### src/rtl/commit_arbiter.sv
// Commit-bus arbiter: one registered grant per unstalled cycle, round-robin by default.
// Define COMMIT_ARB_FIXED_PRIORITY_EN for lowest-index-wins arbitration (no pointer).
module commit_arbiter #(
  parameter int NUM_STATIONS = 4,
  parameter int PACKET_W     = 100
) (
  input  logic                             i_clk,
  input  logic                             i_rst_n,
  input  logic [NUM_STATIONS-1:0]          iCommitRequest,
  input  logic [NUM_STATIONS*PACKET_W-1:0] iCommitData,
  input  logic                             iStall,
  output logic [NUM_STATIONS-1:0]          oCommitGranted,
  output logic                             oCommitValid,
  output logic [PACKET_W-1:0]              oCommitBus,
  output logic [3:0]                       oCommitSrc,
  output logic                             oBusy
);

  logic [NUM_STATIONS-1:0] r_mask;
  logic [NUM_STATIONS-1:0] r_granted;
  logic                    r_valid;
  logic [PACKET_W-1:0]     r_bus;
  logic [3:0]              r_src;

  logic [NUM_STATIONS-1:0] w_eligible;
  logic [NUM_STATIONS-1:0] w_grant;
  logic                    w_found;
  logic [3:0]              w_win;
  logic [PACKET_W-1:0]     w_packet;

  // Last winner sits out one decision while its request is still falling.
  assign w_eligible = iCommitRequest & ~r_mask;

`ifdef COMMIT_ARB_FIXED_PRIORITY_EN
  always_comb begin
    w_found = 1'b0;
    w_win   = '0;
    for (int k = NUM_STATIONS - 1; k >= 0; k--) begin
      if (w_eligible[k]) begin
        w_found = 1'b1;
        w_win   = 4'(k);
      end
    end
  end
`else
  logic [3:0] r_ptr;

  // Descending scans with last-write-wins: stations at/after the pointer override wrapped ones.
  always_comb begin
    w_found = 1'b0;
    w_win   = '0;
    for (int k = NUM_STATIONS - 1; k >= 0; k--) begin
      if (w_eligible[k] && (k < int'(r_ptr))) begin
        w_found = 1'b1;
        w_win   = 4'(k);
      end
    end
    for (int k = NUM_STATIONS - 1; k >= 0; k--) begin
      if (w_eligible[k] && (k >= int'(r_ptr))) begin
        w_found = 1'b1;
        w_win   = 4'(k);
      end
    end
  end

  always_ff @(posedge i_clk or negedge i_rst_n) begin
    if (!i_rst_n) begin
      r_ptr <= '0;
    end else if (!iStall && w_found) begin
      r_ptr <= (w_win == 4'(NUM_STATIONS - 1)) ? 4'd0 : w_win + 4'd1;
    end
  end
`endif

  always_comb begin
    w_grant  = '0;
    w_packet = '0;
    for (int k = 0; k < NUM_STATIONS; k++) begin
      if (w_found && (w_win == 4'(k))) begin
        w_grant[k] = 1'b1;
        w_packet   = iCommitData[k*PACKET_W +: PACKET_W];
      end
    end
  end

  always_ff @(posedge i_clk or negedge i_rst_n) begin
    if (!i_rst_n) begin
      r_mask    <= '0;
      r_granted <= '0;
      r_valid   <= 1'b0;
      r_bus     <= '0;
      r_src     <= '0;
    end else if (iStall) begin
      r_granted <= '0;
      r_valid   <= 1'b0;
    end else begin
      r_mask    <= w_grant;
      r_granted <= w_grant;
      r_valid   <= w_found;
      if (w_found) begin
        r_bus <= w_packet;
        r_src <= w_win;
      end
    end
  end

  assign oCommitGranted = r_granted;
  assign oCommitValid   = r_valid;
  assign oCommitBus     = r_bus;
  assign oCommitSrc     = r_src;
  assign oBusy          = i_rst_n & ((|w_eligible) | r_valid);

endmodule

### config.mk
export PLATFORM = sky130hd
export DESIGN_NAME = commit_arbiter
export DESIGN_NICKNAME = d
export VERILOG_FILES = /design/src/rtl/commit_arbiter.sv
export SDC_FILE = /design/constraint.sdc
export NUM_CORES = 1
export LEC_CHECK = 0
export CAP_MARGIN = 10
export CORE_AREA = 4 4 197 199
export CTS_BUF_LIST = sky130_fd_sc_hd__clkbuf_4
export DETAILED_ROUTE_END_ITERATION = 6
export DIE_AREA = 0 0 201 203
export DONT_BUFFER_PORTS = 1
export SETUP_SLACK_MARGIN = 0.05
export SLEW_MARGIN = 20
export SYNTH_ARGS = -nofsm -noshare
export SYNTH_HDL_FRONTEND = slang
export SYNTH_SLANG_ARGS = --single-unit
### constraint.sdc
create_clock -name i_clk -period 2.7 [get_ports i_clk]
set_input_delay 0.405 -clock i_clk [delete_from_list [all_inputs] [get_ports i_clk]]
set_output_delay 0.405 -clock i_clk [all_outputs]
set_load 0.05 [all_outputs]
==> impl_metrics.csv, run 1 <==
group,metric,value,unit
cts,cts.htree.levels,4,
synth,synth.distinct_cells,33,
cts,cts-root-buf,"clkbuf_4",
worst_setup_path,crit_slowest_cell,"dfrtp_1",
route,drt_iter0_drc,885,
power_and_ir_drop,p_per_area,1560,mW/mm^2
route,wl_per_cell,25.2,um
synth,synth.top_cell.area_share,0.447,
route,drtAntennaViolNets,0,
sta,whs,-0.470,ns
worst_setup_path,crit_fanout,53,
grt,grt_pass1_vias,7041,
outcome,status,"complete, but fails checks",
place,portBuffers,0,
synth,syn_area,0.00632,mm^2
synth,netlist_instances,638,
worst_setup_path,crit_start,"r_mask[1]",
outcome,violations,"negative hold slack",
synth,yosys_warnings,0,
power_and_ir_drop,ir_worst_vdd,0.801,mV
floorplanning,start_util,0.170,
power_and_ir_drop,power_leakage,3.37,nW
cells_and_area,nets,1178,
grt,grt-ovfl-total,0,
floorplanning,die_h,203,um
worst_setup_path,cp.arrival,3.04,ns
cells_and_area,fin_area,0.00897,mm^2
place,place_area,0.00683,mm^2
synth,syn_area_per_cell,9.91,um^2
worst_setup_path,worstReg2RegStart,"r_mask[1]",
route,first_pass_iters,6,
cts,cts.path.max_buffers,2,
grt,grt_usage,0.137,
sta,hold_viol,113,
synth,post-synth-top-area-cell,"dfrtp_1",
flow_run,maxCapViolCount,0,
sta,skew,0.0184,ns
cts,cts_sinks,113,
worst_setup_path,critPathMaxStageDelay,0.42,ns
worst_setup_path,critical_path_class,"register to register",
worst_setup_path,reg2reg_setup_slack,0.1,ns
worst_setup_path,cp.required,3.14,ns
cts,clkLatencyLatePin,0.56,ns
place,dp_cells,1049,
sta,rsz0062_at_grt,"true",
synth,yosys-top-cells-area,"dfrtp_1, a221oi_1, o22ai_1",
worst_setup_path,crit_chain,"nor2b_1 > nor2_1 > o22ai_1 > inv_1 > ha_1 > or2_4 > buf_12 > a221oi_1 > o31ai_2",
route,vias,6921,
route,wl,31.7,mm
cells_and_area,area_growth,41.8,%
worst_hold_path,hp-class,"primary input to async pin",
floorplanning,die_area,0.0408,mm^2
sta,setup_viol,0,
synth,yosysSeqAreaShare,0.447,
floorplanning,core-area,0.0372,mm^2
grt,grt_pass1_wl,43.3,mm
worst_setup_path,rr_endpoint,"oCommitBus[84]",
sta,period_minus_slack,2.60,ns
worst_setup_path,reg2reg_depth,9,
route,route.detailed.drc,0,
sta,tightest_slew,0.630,ns
floorplanning,pin_count,517,
worst_setup_path,crit_end,"oCommitBus[84]",
cts,clkTransAtPathRegs,0.12,ns
cells_and_area,drive_above_1_share,0.140,
synth,ys_ff_latch,113,
place,dpl.hpwl,20.4,mm
cells_and_area,final-instance-count-excl-fill,1259,
grt,grt_antenna_before_repair,6,
cts,cts_buffers,17,
cts,cts_tree,"yes",
place,gp_congestion,0.874,
worst_setup_path,critPathCaptureType,"register",
route,routed_via_density,5.50,
grt,grt_max_degree,115,
worst_setup_path,startpoint_type,"register",
floorplanning,die_x,201,um
sta,maxSlewHeadroom,0.580,
sta,drv_slew,0,
sta,max_clock_freq,385,MHz
floorplanning,num_rows,71,
sta,fin_crit_sh,0.963,
[where the power goes]
part           internal [mW]  switching [mW]
clock network          0.443           0.713
logic                   2.86            4.13
registers               2.45            3.41
[worst max-delay path, delay by kind of cell (launching register included)]
kind	cells	cell delay [ns]
adders and majority gates	1	0.26
AOI/OAI and AO/OA	3	0.80
buffers and inverters	2	0.32
DFF	1	0.42
and+or+nand+nor	3	0.62
[sequential cells by signal, summed over array words and instances, names as in the netlist]
register	cells
oCommitBus	100
oCommitGranted	4
r_mask	4
oCommitSrc	2
r_ptr	2
oCommitValid	1
[kinds of logic (layout without fill, tap and decap cells)]
family	Yosys count	after routing	share of synthesized area
DFF	113	113	0.447
muxes	1	1	0.00178
AOI/OAI and AO/OA	315	315	0.404
adders and majority gates	4	4	0.00792
and+or+nand+nor	119	120	0.0782
other	1	8	0.000593
buffers and inverters	85	224	0.0604
[layout make-up]
cell class | count | area, um^2
Tap cell | 474 | 593
Clock buffer | 18 | 135
Timing Repair Buffer | 187 | 2000
Sequential cell | 113 | 2830
Inverter | 6 | 25.0
Multi-Input combinational cell | 442 | 3270
Antenna cell | 6 | 15.0
Clock inverter | 13 | 97.6
Fill cell | 3886 | 28300
[synth_stat cells]
| master | instances |
|---|---|
| dfrtp_1 | 113 |
| nand2_1 | 103 |
| o22ai_1 | 102 |
| a221oi_1 | 100 |
| o31ai_1 | 63 |
| clkbuf_1 | 57 |
| o31ai_2 | 37 |
| buf_2 | 14 |
| buf_6 | 5 |
| inv_1 | 5 |
| ha_1 | 4 |
| a22o_1 | 3 |
| and2_1 | 3 |
| nor2_1 | 3 |
| nor2b_1 | 3 |
| a311oi_1 | 2 |
| buf_4 | 2 |
| nand2b_1 | 2 |
| nand2b_4 | 2 |
| o21ai_1 | 2 |
| a21o_1 | 1 |
| a41o_1 | 1 |
| buf_1 | 1 |
| conb_1 | 1 |
| inv_2 | 1 |
| mux2_1 | 1 |
| nand3_1 | 1 |
| nor3b_1 | 1 |
| o21a_1 | 1 |
| o21ai_0 | 1 |
| o221a_2 | 1 |
| o22a_1 | 1 |
| or2_1 | 1 |
[per-layer routing]
metal	vias up	wire, um	track usage
li1	2860	-	-
met1	3348	11100	0.145
met2	616	15500	0.235
met3	97	3340	0.0482
met4	0	1790	0.0851
met5	-	0	0
[repair_timing]
action	in CTS	in global routing
buffers inserted	0	5
endpoints found under the hold margin	213	114
hold buffers	164	1
cloned	0	3
endpoints found under the setup margin	33	100
pin swaps	0	1
gates resized for setup	5	17
[through the flow]
| stage | hold slack, ns | power (mW) | setup TNS [ns] | setup slack [ns] | util |
|---|---|---|---|---|---|
| global placement | 0.112 | 11.6 | -0.260 | -0.191 | 0.183 |
| global route | -0.591 | 14.8 | -0.0148 | -0.0148 | 0.241 |
| detailed placement | 0.113 | 11.8 | -0.367 | -0.256 | 0.183 |
| finish | -0.470 | 14.0 | 0 | 0.0994 | 0.241 |
| floorplan | 0.109 | 10.0 | 0 | 0.312 | - |
| CTS | -0.598 | 13.3 | 0 | 0.0195 | 0.235 |
[layout by cell type (no fill, tap or decap), drive strengths merged, types with 4 or more instances in the layout]
cell,n
clkbuf,20
a221oi,100
o22ai,102
inv,6
ha,4
dlygate4sd3,165
nand2,104
dfrtp,113
diode,6
nand2b,4
clkinv,10
buf,20
o31ai,100
[worst min-delay path by stage]
stage,start,endpoint,cells after the start
2_1_floorplan,i_rst_n,oCommitBus[0],0
3_3_place_gp,i_rst_n,oCommitBus[75],0
3_5_place_dp,i_rst_n,oCommitBus[75],0
4_1_cts,i_rst_n,oCommitBus[80],0
5_1_grt,i_rst_n,oCommitBus[80],0
6_report,i_rst_n,oCommitBus[37],0
Note: power is estimated with default switching activity, not from simulation.
==> run 2, diff against run 1 <==
- CTS_BUF_LIST: sky130_fd_sc_hd__clkbuf_4 -> sky130_fd_sc_hd__clkbuf_8
- clock period: 2.7 -> 2.55 ns (I/O delays scaled with it)
==> run 2 against run 1 <==
- the flow still finishes with violations (negative hold slack)
- register-to-register slack got worse by 0.02 ns
- total power increased by 17%
- sequential share of layout area increased by 3.9 points
- highest routed layer unchanged
- largest cell class unchanged
- critical endpoint is now oCommitBus[72]
- clock skew decreased by 0.0027 ns
- non-clock buffer count decreased by 143
==> impl_metrics.csv, run 2 (synthesis gave the netlist of run 1 again) <==
group,metric,value,unit
floorplanning,die_area,0.0408,mm^2
cts,clkLatencyLatePin,0.47,ns
sta,skew,0.0156,ns
sta,tns,0,ns
worst_setup_path,cp.arrival,2.81,ns
worst_setup_path,startpoint_type,"register",
place,dp_cells,1060,
cts,cts.path.max_buffers,2,
grt,grt_antenna_before_repair,5,
route,routed.top_layer,"met4",
grt,grt_usage,0.128,
cells_and_area,largest_reg_flops,100,
floorplanning,die_h,203,um
cts,postCtsHoldBufs,1,
sta,rsz0062_at_grt,"true",
worst_setup_path,reg2reg_setup_slack,0.08,ns
outcome,status,"complete, but fails checks",
floorplanning,die_x,201,um
place,portBuffers,0,
grt,grt_pass1_wl,39.2,mm
cts,cts_tree,"yes",
cells_and_area,layout_commonest_cell,"dfrtp_1",
place,dpl_worst_slack,-0.305,ns
power_and_ir_drop,ir_worst_vdd,0.752,mV
cts,cts_buffers,17,
route,routed_via_density,5.58,
grt,grt_pass1_vias,5940,
cts,cts_sinks,113,
route,route.detailed.drc,0,
route,wl_per_cell,28.7,um
route,dr_wl_met2,15.4,mm
sta,maxSlewHeadroom,0.577,
cells_and_area,area_growth,26.2,%
cells_and_area,final-instance-count-excl-fill,1115,
floorplanning,start_util,0.170,
power_and_ir_drop,p_per_area,2050,mW/mm^2
sta,fin_crit_sh,0.970,
cells_and_area,final_util,0.214,
cells_and_area,layout_common_cells,"dfrtp_1, nand2_1, o22ai_1",
flow_run,maxCapViolCount,0,
route,routed-wl-met3,3.29,mm
route,vias,6221,
sta,tightest_slew,0.634,ns
cts,clkTransAtPathRegs,0.09,ns
worst_setup_path,cp.required,2.89,ns
route,drtAntennaViolNets,0,
sta,max_clock_freq,404,MHz
floorplanning,pin_count,517,
sta,drv_slew,0,
grt,grt_max_degree,115,
sta,whs,-0.394,ns
worst_setup_path,critical_path_class,"register to register",
cts,cts.htree.levels,4,
cts,cts-root-buf,"clkbuf_8",
route,wl,32.0,mm
worst_setup_path,crit_fanout,53,
route,first_pass_iters,5,
cells_and_area,nets,1034,
route,drt_iter0_drc,526,
sta,hold_viol,113,
cells_and_area,drive_above_1_share,0.259,
floorplanning,num_rows,71,
place,dpl.hpwl,20.9,mm
sta,period_minus_slack,2.47,ns
worst_hold_path,hp-class,"primary input to async pin",
outcome,violations,"negative hold slack",
grt,grt-ovfl-total,0,
worst_setup_path,critPathCaptureType,"register",
place,gp_congestion,0.869,
power_and_ir_drop,power_leakage,2.98,nW
sta,setup_viol,0,
floorplanning,core-area,0.0372,mm^2
sta,worst_slack,0.0754,ns
route,drt-met1-wl,11.4,mm
==> run 2: worst paths after layout <==
kind | start | to | cells after the start
min | i_rst_n | oCommitBus[9] | 0
min reg2reg | r_mask[3] | r_mask[3] | 1
min in group i_clk | iCommitData[210] | oCommitBus[10] | 2
max in group asynchronous | i_rst_n | oCommitBus[15] | 0
max | r_ptr[0] | oCommitBus[72] | 10
max reg2reg | r_ptr[0] | oCommitBus[72] | 10
==> run 2: what timing repair did <==
item | CTS | global route
endpoints found under the hold margin | 119 | 113
gates cloned | 0 | 10
setup buffers | 0 | 7
pin swaps | 0 | 8
setup endpoints to repair | 62 | 91
resized for setup | 10 | 52
==> run 2: worst max-delay path: stages (launching register included) <==
cell and delay (ns):
dfrtp_1 0.43, nor3b_2 0.08, buf_4 0.14, a311oi_2 0.26
o22ai_2 0.10, buf_4 0.17, ha_1 0.20, or2_4 0.26
buf_12 0.19, a221oi_1 0.33, o31ai_2 0.11
==> run 2: where the power goes <==
group,leakage [nW],internal [mW],switching [mW]
clock,0.179,0.775,0.920
combinational,1.39,3.63,4.83
sequential,1.41,2.60,3.59
==> run 2: area by class of cell <==
| class | instances | area, um^2 |
|---|---|---|
| antenna | 5 | 12.5 |
| clock buffer | 17 | 234 |
| clock inverter | 15 | 136 |
| fill | 3981 | 29200 |
| inverter | 6 | 23.8 |
| multi-input combinational | 441 | 3470 |
| sequential | 113 | 2830 |
| tap | 474 | 593 |
| timing repair buffer | 44 | 679 |
==> run 2: layer usage <==
layer,GRT usage,vias up
li1,-,2572
met1,0.143,3042
met2,0.209,511
met3,0.0481,96
met4,0.0784,0
met5,0,-
==> run 2: metrics by stage <==
stage          hold WS (ns)  area, um^2  power, mW
3_5_place_dp         0.0898        6940       12.7
3_3_place_gp         0.0895        6940       12.5
5_1_grt              -0.481        7980       17.3
2_1_floorplan        0.0869        6330       10.6
6_report             -0.394        7980       16.4
4_1_cts              -0.468        7380       14.6
==> run 3, diff against run 2 <==
- RECOVER_POWER: unset -> 50
==> run 3 against run 2 <==
- the flow still finishes with violations (negative hold slack)
- critical path depth stayed put
- sequential power hardly changed
- clock power hardly changed
==> impl_metrics.csv, run 3 (synthesis gave the netlist of run 1 again) <==
group,metric,value,unit
outcome,status,"complete, but fails checks",
outcome,violations,"negative hold slack",
route,wl,32.0,mm
cells_and_area,area_growth,26.0,%
worst_setup_path,critical_path_class,"register to register",
cells_and_area,drive_above_1_share,0.259,
worst_setup_path,rr_endpoint,"oCommitBus[72]",
worst_setup_path,cp.arrival,2.81,ns
route,drtAntennaViolNets,0,
cts,cts-root-buf,"clkbuf_8",
worst_setup_path,critPathMaxStageDelay,0.43,ns
route,drt_iter0_drc,515,
power_and_ir_drop,internal_power,7.01,mW
worst_hold_path,hp-class,"primary input to async pin",
flow_run,maxCapViolCount,0,
place,dpl_worst_slack,-0.305,ns
sta,tns,0,ns
grt,grt_pass1_vias,5940,
cells_and_area,layout_common_cells,"dfrtp_1, nand2_1, o22ai_1",
route,vias,6229,
sta,setup_viol,0,
power_and_ir_drop,power_frac_comb,0.517,
power_and_ir_drop,p_per_area,2050,mW/mm^2
grt,grt-ovfl-total,0,
worst_setup_path,critPathCaptureType,"register",
floorplanning,num_rows,71,
sta,hold_viol,113,
sta,worst_slack,0.0808,ns
power_and_ir_drop,power,16.3,mW
cells_and_area,seq_area,0.00283,mm^2
floorplanning,start_util,0.170,
floorplanning,die_x,201,um
cts,cts_buffers,17,
grt,grt_pass1_wl,39.2,mm
power_and_ir_drop,swShare,0.571,
floorplanning,die_area,0.0408,mm^2
cells_and_area,multiInputGateArea,0.00346,mm^2
cts,clkLatencyLatePin,0.47,ns
route,route.detailed.drc,0,
floorplanning,pin_count,517,
power_and_ir_drop,power_leakage,2.98,nW
cts,cts_sinks,113,
worst_setup_path,cp_top_family,"compound AO/OA/AOI/OAI gates",
cts,cts.htree.levels,4,
worst_setup_path,crit_fanout,53,
cts,clkTransAtPathRegs,0.09,ns
sta,rsz0062_at_grt,"true",
cells_and_area,fill_cells,3982,
route,dr_wl_met2,15.4,mm
worst_setup_path,cp_common_cell,"buf_4",
worst_setup_path,worstReg2RegStart,"r_ptr[0]",
cts,cts.path.max_buffers,2,
cells_and_area,largest_reg_flops,100,
power_and_ir_drop,seq_power_share,0.379,
power_and_ir_drop,clockPowerShare,0.104,
sta,skew,0.0157,ns
power_and_ir_drop,p_sw,9.33,mW
route,drt-met1-wl,11.5,mm
route,routed-wl-met3,3.16,mm
floorplanning,core-area,0.0372,mm^2
sta,drv_slew,0,
sta,fin_crit_sh,0.968,
worst_setup_path,reg2reg_setup_slack,0.08,ns
grt,grt_usage,0.128,
cts,cts_tree,"yes",
sta,period_minus_slack,2.47,ns
worst_setup_path,startpoint_type,"register",
worst_setup_path,reg2reg_depth,10,
grt,grt_antenna_before_repair,5,
worst_setup_path,crit_slowest_cell,"dfrtp_1",
place,dpl.hpwl,20.9,mm
route,routed.top_layer,"met4",
worst_setup_path,crit_chain,"nor3b_2 > buf_4 > a311oi_2 > o22ai_2 > buf_4 > ha_1 > or2_4 > buf_12 > a221oi_1 > o31ai_2",
place,portBuffers,0,
power_and_ir_drop,ir_worst_vdd,0.743,mV
sta,whs,-0.394,ns
sta,max_clock_freq,405,MHz
cells_and_area,layout_commonest_cell,"dfrtp_1",
floorplanning,die_h,203,um
cells_and_area,nets,1034,
cts,postCtsHoldBufs,1,
sta,tightest_slew,0.917,ns
cells_and_area,final_util,0.214,
route,routed_via_density,5.59,
sta,maxSlewHeadroom,0.389,
worst_setup_path,cp.required,2.89,ns
worst_setup_path,cp_num_buf_inv,3,
grt,grt_max_degree,115,
place,gp_congestion,0.869,
route,wl_per_cell,28.7,um
route,first_pass_iters,5,
run 3: cell count changes in the layout (fill, tap and decap cells not counted):
cell	delta
a41o_4	-1
a41o_2	+1
run 3: area by class of cell:
type | count | share of cell area
Clock buffer | 17 | 0.0294
Timing Repair Buffer | 44 | 0.0853
Inverter | 6 | 0.00298
Tap cell | 474 | 0.0744
Clock inverter | 15 | 0.0171
Sequential cell | 113 | 0.355
Multi-Input combinational cell | 441 | 0.434
Antenna cell | 5 | 0.00157
run 3: what timing repair did:
action,4_1_cts,5_1_grt
pin swaps,0,8
gates cloned,0,10
endpoints found under the hold margin,119,113
endpoints found under the setup margin,62,91
gates resized for setup,10,52
setup buffers,0,7
run 3: how the worst max path moves through the flow:
| stage | startpoint | depth (start not counted) | slack [ns] | endpoint |
|---|---|---|---|---|
| floorplan | r_mask[2] | 10 | 0.16 | oCommitBus[62] |
| finish | r_ptr[0] | 10 | 0.08 | oCommitBus[72] |
| global route | r_ptr[0] | 11 | -0.02 | oCommitBus[42] |
| detailed placement | r_mask[0] | 9 | -0.30 | oCommitBus[9] |
| CTS | r_mask[1] | 10 | 0.02 | oCommitBus[22] |
| global placement | r_mask[2] | 9 | -0.23 | oCommitBus[9] |
run 3: metrics by stage:
step / std cells / hold WS, ns / instance area (um^2)
detailed placement: 1060 / 0.0898 / 6940
global placement: 1060 / 0.0895 / 6940
CTS: 1093 / -0.468 / 7380
global route: 1115 / -0.481 / 7970
floorplan: 639 / 0.0869 / 6330
finish: 1115 / -0.394 / 7970
run 3: power groups by stage:
stage | clock network, mW | logic [mW] | registers, mW
after global routing | 1.88 | 9.11 | 6.27
after detailed placement | 0 | 6.52 | 6.23
after floorplan | 0 | 4.77 | 5.85
final | 1.70 | 8.45 | 6.19
after CTS | 1.79 | 6.63 | 6.20
after global placement | 0 | 6.27 | 6.23
run 3: worst reg2reg max path, cell delays in order (launching register included):
cell	delay [ns]
dfrtp_1	0.43
nor3b_2	0.08
buf_4	0.13
a311oi_2	0.26
o22ai_2	0.10
buf_4	0.17
ha_1	0.20
or2_4	0.26
buf_12	0.19
a221oi_1	0.40
o31ai_2	0.11
run 3: routing by layer:
| metal | track usage | up-vias |
|---|---|---|
| li1 | - | 2572 |
| met1 | 0.143 | 3062 |
| met2 | 0.209 | 496 |
| met3 | 0.0481 | 99 |
| met4 | 0.0784 | 0 |
| met5 | 0 | - |
